### src/rtl/world_map_arbiter.sv
// world_map_arbiter: shares one single-port world-map RAM between the video
// pixel fetch (absolute priority, fixed 2-cycle latency) and a processor
// requester. A one-entry last-cell cache turns repeated video fetches of the
// same cell into free RAM slots for the processor.
// Optional: define ARB_STALL_CNT_EN to add the stall_count output.
module world_map_arbiter #(
  parameter int unsigned AW = 13,
  parameter int unsigned DW = 8
) (
  input  logic          sys_clk,
  input  logic          sys_rst,
  input  logic          vid_req,
  input  logic [AW-1:0] vid_addr,
  output logic          vid_valid,
  output logic [DW-1:0] vid_data,
  input  logic          cpu_req,
  input  logic          cpu_we,
  input  logic [AW-1:0] cpu_addr,
  input  logic [DW-1:0] cpu_wdata,
  output logic          cpu_ack,
  output logic [DW-1:0] cpu_rdata,
  output logic          mem_en,
  output logic          mem_we,
  output logic [AW-1:0] mem_addr,
  output logic [DW-1:0] mem_wdata,
  input  logic [DW-1:0] mem_rdata
`ifdef ARB_STALL_CNT_EN
  ,
  output logic [15:0]   stall_count
`endif
);

  typedef enum logic [1:0] {IDLE, RD_WAIT, RESP} state_t;

  state_t        r_state;
  state_t        w_state_nxt;

  logic          r_cache_valid;
  logic [AW-1:0] r_cache_addr;
  logic [DW-1:0] r_cache_data;
  logic          r_s1_valid;
  logic          r_s1_hit;
  logic          r_vid_valid;
  logic [DW-1:0] r_vid_data;
  logic          r_cpu_ack;
  logic [DW-1:0] r_cpu_rdata;

  logic          w_hit;
  logic          w_miss;
  logic          w_grant;
  logic          w_cache_wr;

  // Hit/miss classification and processor grant (video misses own the RAM)
  assign w_hit      = vid_req & r_cache_valid & (vid_addr == r_cache_addr);
  assign w_miss     = vid_req & ~w_hit;
  assign w_grant    = (r_state == IDLE) & cpu_req & ~w_miss;
  assign w_cache_wr = w_grant & cpu_we & r_cache_valid & (cpu_addr == r_cache_addr);

  // RAM port is driven in the issue cycle; held idle while in reset
  assign mem_en    = sys_rst & (w_miss | w_grant);
  assign mem_we    = sys_rst & w_grant & cpu_we;
  assign mem_addr  = w_miss ? vid_addr : cpu_addr;
  assign mem_wdata = cpu_wdata;

  assign vid_valid = r_vid_valid;
  assign vid_data  = r_vid_data;
  assign cpu_ack   = r_cpu_ack;
  assign cpu_rdata = r_cpu_rdata;

  // Processor FSM next-state logic
  always_comb begin
    w_state_nxt = r_state;
    case (r_state)
      IDLE:    if (w_grant) w_state_nxt = cpu_we ? RESP : RD_WAIT;
      RD_WAIT: w_state_nxt = RESP;
      RESP:    w_state_nxt = IDLE;
      default: w_state_nxt = IDLE;
    endcase
  end

  // Processor FSM state register, ack pulse and read-data capture
  always_ff @(posedge sys_clk or negedge sys_rst) begin
    if (!sys_rst) begin
      r_state     <= IDLE;
      r_cpu_ack   <= 1'b0;
      r_cpu_rdata <= '0;
    end else begin
      r_state   <= w_state_nxt;
      r_cpu_ack <= (w_state_nxt == RESP);
      if (r_state == RD_WAIT) r_cpu_rdata <= mem_rdata;
    end
  end

  // Video pipeline: stage 1 remembers hit/miss, stage 2 delivers the cell
  always_ff @(posedge sys_clk or negedge sys_rst) begin
    if (!sys_rst) begin
      r_s1_valid  <= 1'b0;
      r_s1_hit    <= 1'b0;
      r_vid_valid <= 1'b0;
      r_vid_data  <= '0;
    end else begin
      r_s1_valid  <= vid_req;
      r_s1_hit    <= w_hit;
      r_vid_valid <= r_s1_valid;
      if (r_s1_valid) r_vid_data <= r_s1_hit ? r_cache_data : mem_rdata;
    end
  end

  // Last-cell cache; a coherent processor write beats a miss fill
  always_ff @(posedge sys_clk or negedge sys_rst) begin
    if (!sys_rst) begin
      r_cache_valid <= 1'b0;
      r_cache_addr  <= '0;
      r_cache_data  <= '0;
    end else begin
      if (w_miss) begin
        r_cache_valid <= 1'b1;
        r_cache_addr  <= vid_addr;
      end
      if (w_cache_wr)                   r_cache_data <= cpu_wdata;
      else if (r_s1_valid && !r_s1_hit) r_cache_data <= mem_rdata;
    end
  end

`ifdef ARB_STALL_CNT_EN
  logic [15:0] r_stall_count;

  // Saturating count of cycles a processor request waits in IDLE
  always_ff @(posedge sys_clk or negedge sys_rst) begin
    if (!sys_rst) begin
      r_stall_count <= 16'd0;
    end else if ((r_state == IDLE) && cpu_req && !w_grant && (r_stall_count != 16'hFFFF)) begin
      r_stall_count <= r_stall_count + 16'd1;
    end
  end

  assign stall_count = r_stall_count;
`endif

endmodule

### config.mk
export PLATFORM = sky130hd
export DESIGN_NAME = world_map_arbiter
export DESIGN_NICKNAME = d
export VERILOG_FILES = /design/src/rtl/world_map_arbiter.sv
export SDC_FILE = /design/constraint.sdc
export NUM_CORES = 1
export LEC_CHECK = 0
export ABC_AREA = 0
export CELL_PAD_IN_SITES_DETAIL_PLACEMENT = 0
export CELL_PAD_IN_SITES_GLOBAL_PLACEMENT = 2
export CORE_ASPECT_RATIO = 1.4
export CORE_MARGIN = 2
export CORE_UTILIZATION = 25
export CTS_CLUSTER_SIZE = 10
export DETAILED_ROUTE_END_ITERATION = 6
export HOLD_SLACK_MARGIN = 0.08
export PLACE_DENSITY = 0.78
export SETUP_SLACK_MARGIN = 0.4
export SLEW_MARGIN = 20
export SYNTH_ARGS = -nofsm -noshare
export SYNTH_HDL_FRONTEND = slang
export SYNTH_SLANG_ARGS = --single-unit
### constraint.sdc
create_clock -name sys_clk -period 3.3 [get_ports sys_clk]
set_input_delay 0.99 -clock sys_clk [delete_from_list [all_inputs] [get_ports sys_clk]]
set_output_delay 0.99 -clock sys_clk [all_outputs]
set_load 0.01 [all_outputs]
* Word-level counts from Yosys, hierarchy flattened *
Cells that the tools add are included.

word-level totals
  input bits = 47
  word-level logic and storage cells = 39
  output and inout port bits = 41
  register bits after elaboration = 44

cells by class
  reduce and logical (&&, ||, !) cells = 4
  bitwise gates (word level) = 14
  multiplexer cells = 7
  equality and inequality tests = 4

operators by type and width
  kind                                                                   count
  13-bit equality test                                                   2
  8-bit two-way mux                                                      3
  13-bit two-way mux                                                     1
  1-bit bitwise AND                                                      11
  2-bit two-way mux                                                      2
  2-bit one-hot mux with 2 select lines                                  1
  2-bit by 1-bit equality test with 1-bit output, second input constant  1
  2-bit equality test, second input constant                             1
  2-bit zero test                                                        1
  1-bit inverter                                                         2
  2-bit nonzero test                                                     1
  1-bit logical AND                                                      1
  1-bit zero test                                                        1
  1-bit bitwise OR                                                       1

* Longest topological paths before layout *
  depth after elaboration = 10
  gate-level depth with buffers = 7
  depth with buffers taken out = 5

* Least setup slack after synthesis *
Ideal clock, no wire load.

  kind = input to output
  from = input vid_req
  to = output mem_addr[0]
  setup slack = -0.075 ns
  required time = 2.310 ns
  buffers on the path = 3
  data arrival time = 2.385 ns
  cell stages on the path = 7
  cell sequence = clkbuf_1 nand3_1 nor4_4 nand2b_1 buf_6 buf_12 mux2_1

on the way
  word-level cells in the longest chain between the ends = 5

ends and longest elaborated chain
  item                             RTL line  text
  from (decl)                      12        input logic vid_req,
  1-bit bitwise AND (2 in series)  54        assign w_hit = vid_req & r_cache_valid & (vid_addr == r_cache_addr);
  via w_hit                        48        logic w_hit;
  1-bit inverter                   55        assign w_miss = vid_req & ~w_hit;
  1-bit bitwise AND                55
  13-bit two-way mux               62        assign mem_addr = w_miss ? vid_addr : cpu_addr;
  to (decl)                        24        output logic [AW-1:0] mem_addr,

The timed path passes the listed nets, and every way through them passes these cells.

* Worst setup path in the final report *
  from = input vid_addr[10]
  to = output mem_addr[8]

on the way
  word-level cells in the longest chain between the ends = 5

ends and longest elaborated chain
  item                  RTL line  text
  from (decl)           13        input logic [AW-1:0] vid_addr,
  13-bit equality test  54
  1-bit bitwise AND     54
  via w_hit             48
  1-bit inverter        55
  1-bit bitwise AND     55
  13-bit two-way mux    62

The timed path passes the listed nets, and every way through them passes these cells.

==> flow_summary.yaml <==
run_status:
  status: "finished with violations"
  failed_checks: "design-rule violations, negative setup slack"
die:
  die_width_um: 85.8
  row_count: 41
  die-area_mm2: 0.0102
  start_util: 0.258
  num_io_pins: 88
  coreArea_mm2: 0.00908
  die_y_um: 118
grt:
  grt_overflow: 0
  antenna_found_initial: 1
  grt_max_degree: 45
  grt_pass1_vias: 2033
  grt_pass1_wl_um: 10000
  grt_usage: 0.127
synthesis:
  ys_ff_latch: 44
  synth_area_leaders: "dfrtp_1 (47%), mux2_2 (21%), xnor2_1 (9.7%)"
  synth_area_mm2: 0.00234
  dominantRegCellSynth: "dfrtp_1"
  ys_top_cells_by_count: "dfrtp_1 (44), mux2_2 (44), xnor2_1 (26)"
  postSynthAreaPerCell_um2: 12.6
  async_reset_ff_frac: 1.00
  syn_inst: 186
  synth_top_area_frac: 0.470
  yosys_warnings: 0
  synth_fp_nets: 233
  synth_largest_area_cell: "dfrtp_1"
  seq_area_frac_synth: 0.470
  synth_cell_types: 24
  synth-edff-count: 0
cells_and_area:
  num-fill-cells: 885
  num-nets-final: 355
  drive_gt1_frac: 0.469
  areaGrowthSynthToFinish_pct: 69.4
  final_area_mm2: 0.00397
  final_util: 0.437
  insertedDiodeCount: 0
power:
  p_leak_nw: 1.72
  ir_drop_mv: 0.264
  p_per_area_mw_per_mm2: 422
detailed_routing:
  via_per_inst: 4.36
  drcViolationCount: 8
  drtAntennaViolNets: 0
  wire_per_inst_um: 14.5
  first_pass_iters: 6
  drt_wl_total_um: 6050
  vias: 1815
  drtIter0Drc: 71
cts:
  postCtsHoldBufs: 0
  cts-root-buf: "clkbuf_16"
  clk_pin_slew_worst_paths_ns: 0.06
  cts_made_buffers: 5
  cts_htree_levels: 2
  cts_buffer_depth: 2
  clock-sinks: 44
  cts_tree: "built"
  insertion_delay_ns: 0.28
critical_path:
  path_class: "in2out"
  critPathLaunchType: "input pin"
  worst-path-buf-inv: 4
  crit_start: "vid_addr[10]"
  crit_required_ns: 2.31
  path_max_fanout: 7
  r2r_start: "r_cache_addr[2]"
  crit_chain: "buf_8 -> xnor2_4 -> nand4_1 -> nor4_4 -> nand2b_4 -> buf_12 -> buf_12 -> mux2_4 -> buf_6"
  crit_family: "simple AND/OR/NAND/NOR gates"
  slowest_stage: "nor4_4"
  path_common_cell: "buf_12"
  critPathCaptureType: "primary output"
  arrival_ns: 2.61
  slowest_delay_ns: 0.33
  regToRegSetupSlack_ns: 0.38
placement:
  place_congestion: 0.693
  port_buffers: 87
  post_dp_cell_area_mm2: 0.00346
  pre_cts_slack_ns: -1.07
  dp_hpwl_um: 4440
sta:
  slew_violations: 0
  min_period_over_period: 1.09
  hold_ws_ns: 0.504
  relSlewSlack: 0.607
  skew_ns: 0.00456
  hold_violations: 0
  tns_ns: -3.98
  rsz0062_at_grt: "yes"
  fin_crit_ns: 3.60
  finalSetupViolCount: 15
  max_freq_mhz: 277
  tightest_slew_ns: 0.589
  setup_slack_ns: -0.305
hold_path:
  hold_class: "reg2reg"
  min_from: "cpu_rdata[6]"
flow_run:
  drv_cap: 0
-- layout by cell type, fill, tap and decap left out, drive strengths merged, types with 2 or more instances in the layout --
cell,instances
buf,69
mux2,50
clkdlybuf4s50,49
dfrtp,44
xnor2,26
dlygate4sd2,10
nor2,9
a21oi,9
mux2i,8
clkbuf,7
nand4,6
inv,3
clkdlybuf4s15,3
nand2b,3
nand2,3
nor3b,2
nor4,2
-- path summary, 6_finish.rpt --
path | to | cells after the start
max in group asynchronous | cpu_rdata[0] | 2
min in group asynchronous | r_cache_data[5] | 2
hold / removal | cpu_rdata[6] | 1
hold reg to reg | cpu_rdata[6] | 1
setup / recovery | mem_addr[8] | 9
setup reg to reg | r_state[1] | 19
-- per-layer routing --
| metal | up-vias | track usage | routed length (µm) |
|---|---|---|---|
| met1 | 858 | 0.137 | 2250 |
| met2 | 62 | 0.237 | 3250 |
| met5 | - | 0 | 13 |
| li1 | 885 | - | - |
| met4 | 2 | 0.0357 | 80 |
| met3 | 8 | 0.0363 | 449 |
-- through the flow --
| stage | instances | total power, W |
|---|---|---|
| 2_1_floorplan | 186 | 0.000858 |
| 3_3_place_gp | 382 | 0.00108 |
| 3_5_place_dp | 382 | 0.00109 |
| 4_1_cts | 414 | 0.00169 |
| 5_1_grt | 416 | 0.00177 |
| 6_report | 416 | 0.00167 |
-- flip-flops by register name, summed over array words and instances (netlist names) --
register / cells
cpu_ack: 1
cpu_rdata: 8
r_cache_addr: 13
r_cache_data: 8
r_cache_valid: 1
r_s1_hit: 1
r_s1_valid: 1
r_state: 2
vid_data: 8
vid_valid: 1
-- cell families after synthesis --
| logic type | Yosys count | synth area share |
|---|---|---|
| multiplexers | 58 | 0.275 |
| AO/OA/AOI/OAI | 11 | 0.0289 |
| buffers and inverters | 20 | 0.0625 |
| AND/OR/NAND/NOR | 27 | 0.0663 |
| flip-flops | 44 | 0.470 |
| XOR/XNOR | 26 | 0.0973 |
-- timing repair --
action	in CTS	in global routing
pin swaps	17	11
setup endpoints to repair	31	17
gates resized for setup	150	14
buffers inserted	24	2
-- power breakdown --
group / leakage, nW / internal, W / switching, W
Sequential: 0.513 / 0.000605 / 0.0000469
Clock: 0.0808 / 0.000356 / 0.000201
Combinational: 1.13 / 0.000300 / 0.000163
Total: 1.72 / 0.00126 / 0.000411
-- cell type report --
class,instances,area [µm²],share of cell area
Clock inverter,2,35.0,0.00884
Multi-Input combinational cell,122,1270,0.321
Inverter,3,11.3,0.00284
Timing Repair Buffer,132,1280,0.323
Clock buffer,6,129,0.0325
Sequential cell,44,1100,0.278
Tap cell,107,134,0.0338
Note: power is estimated with default switching activity, not from simulation.
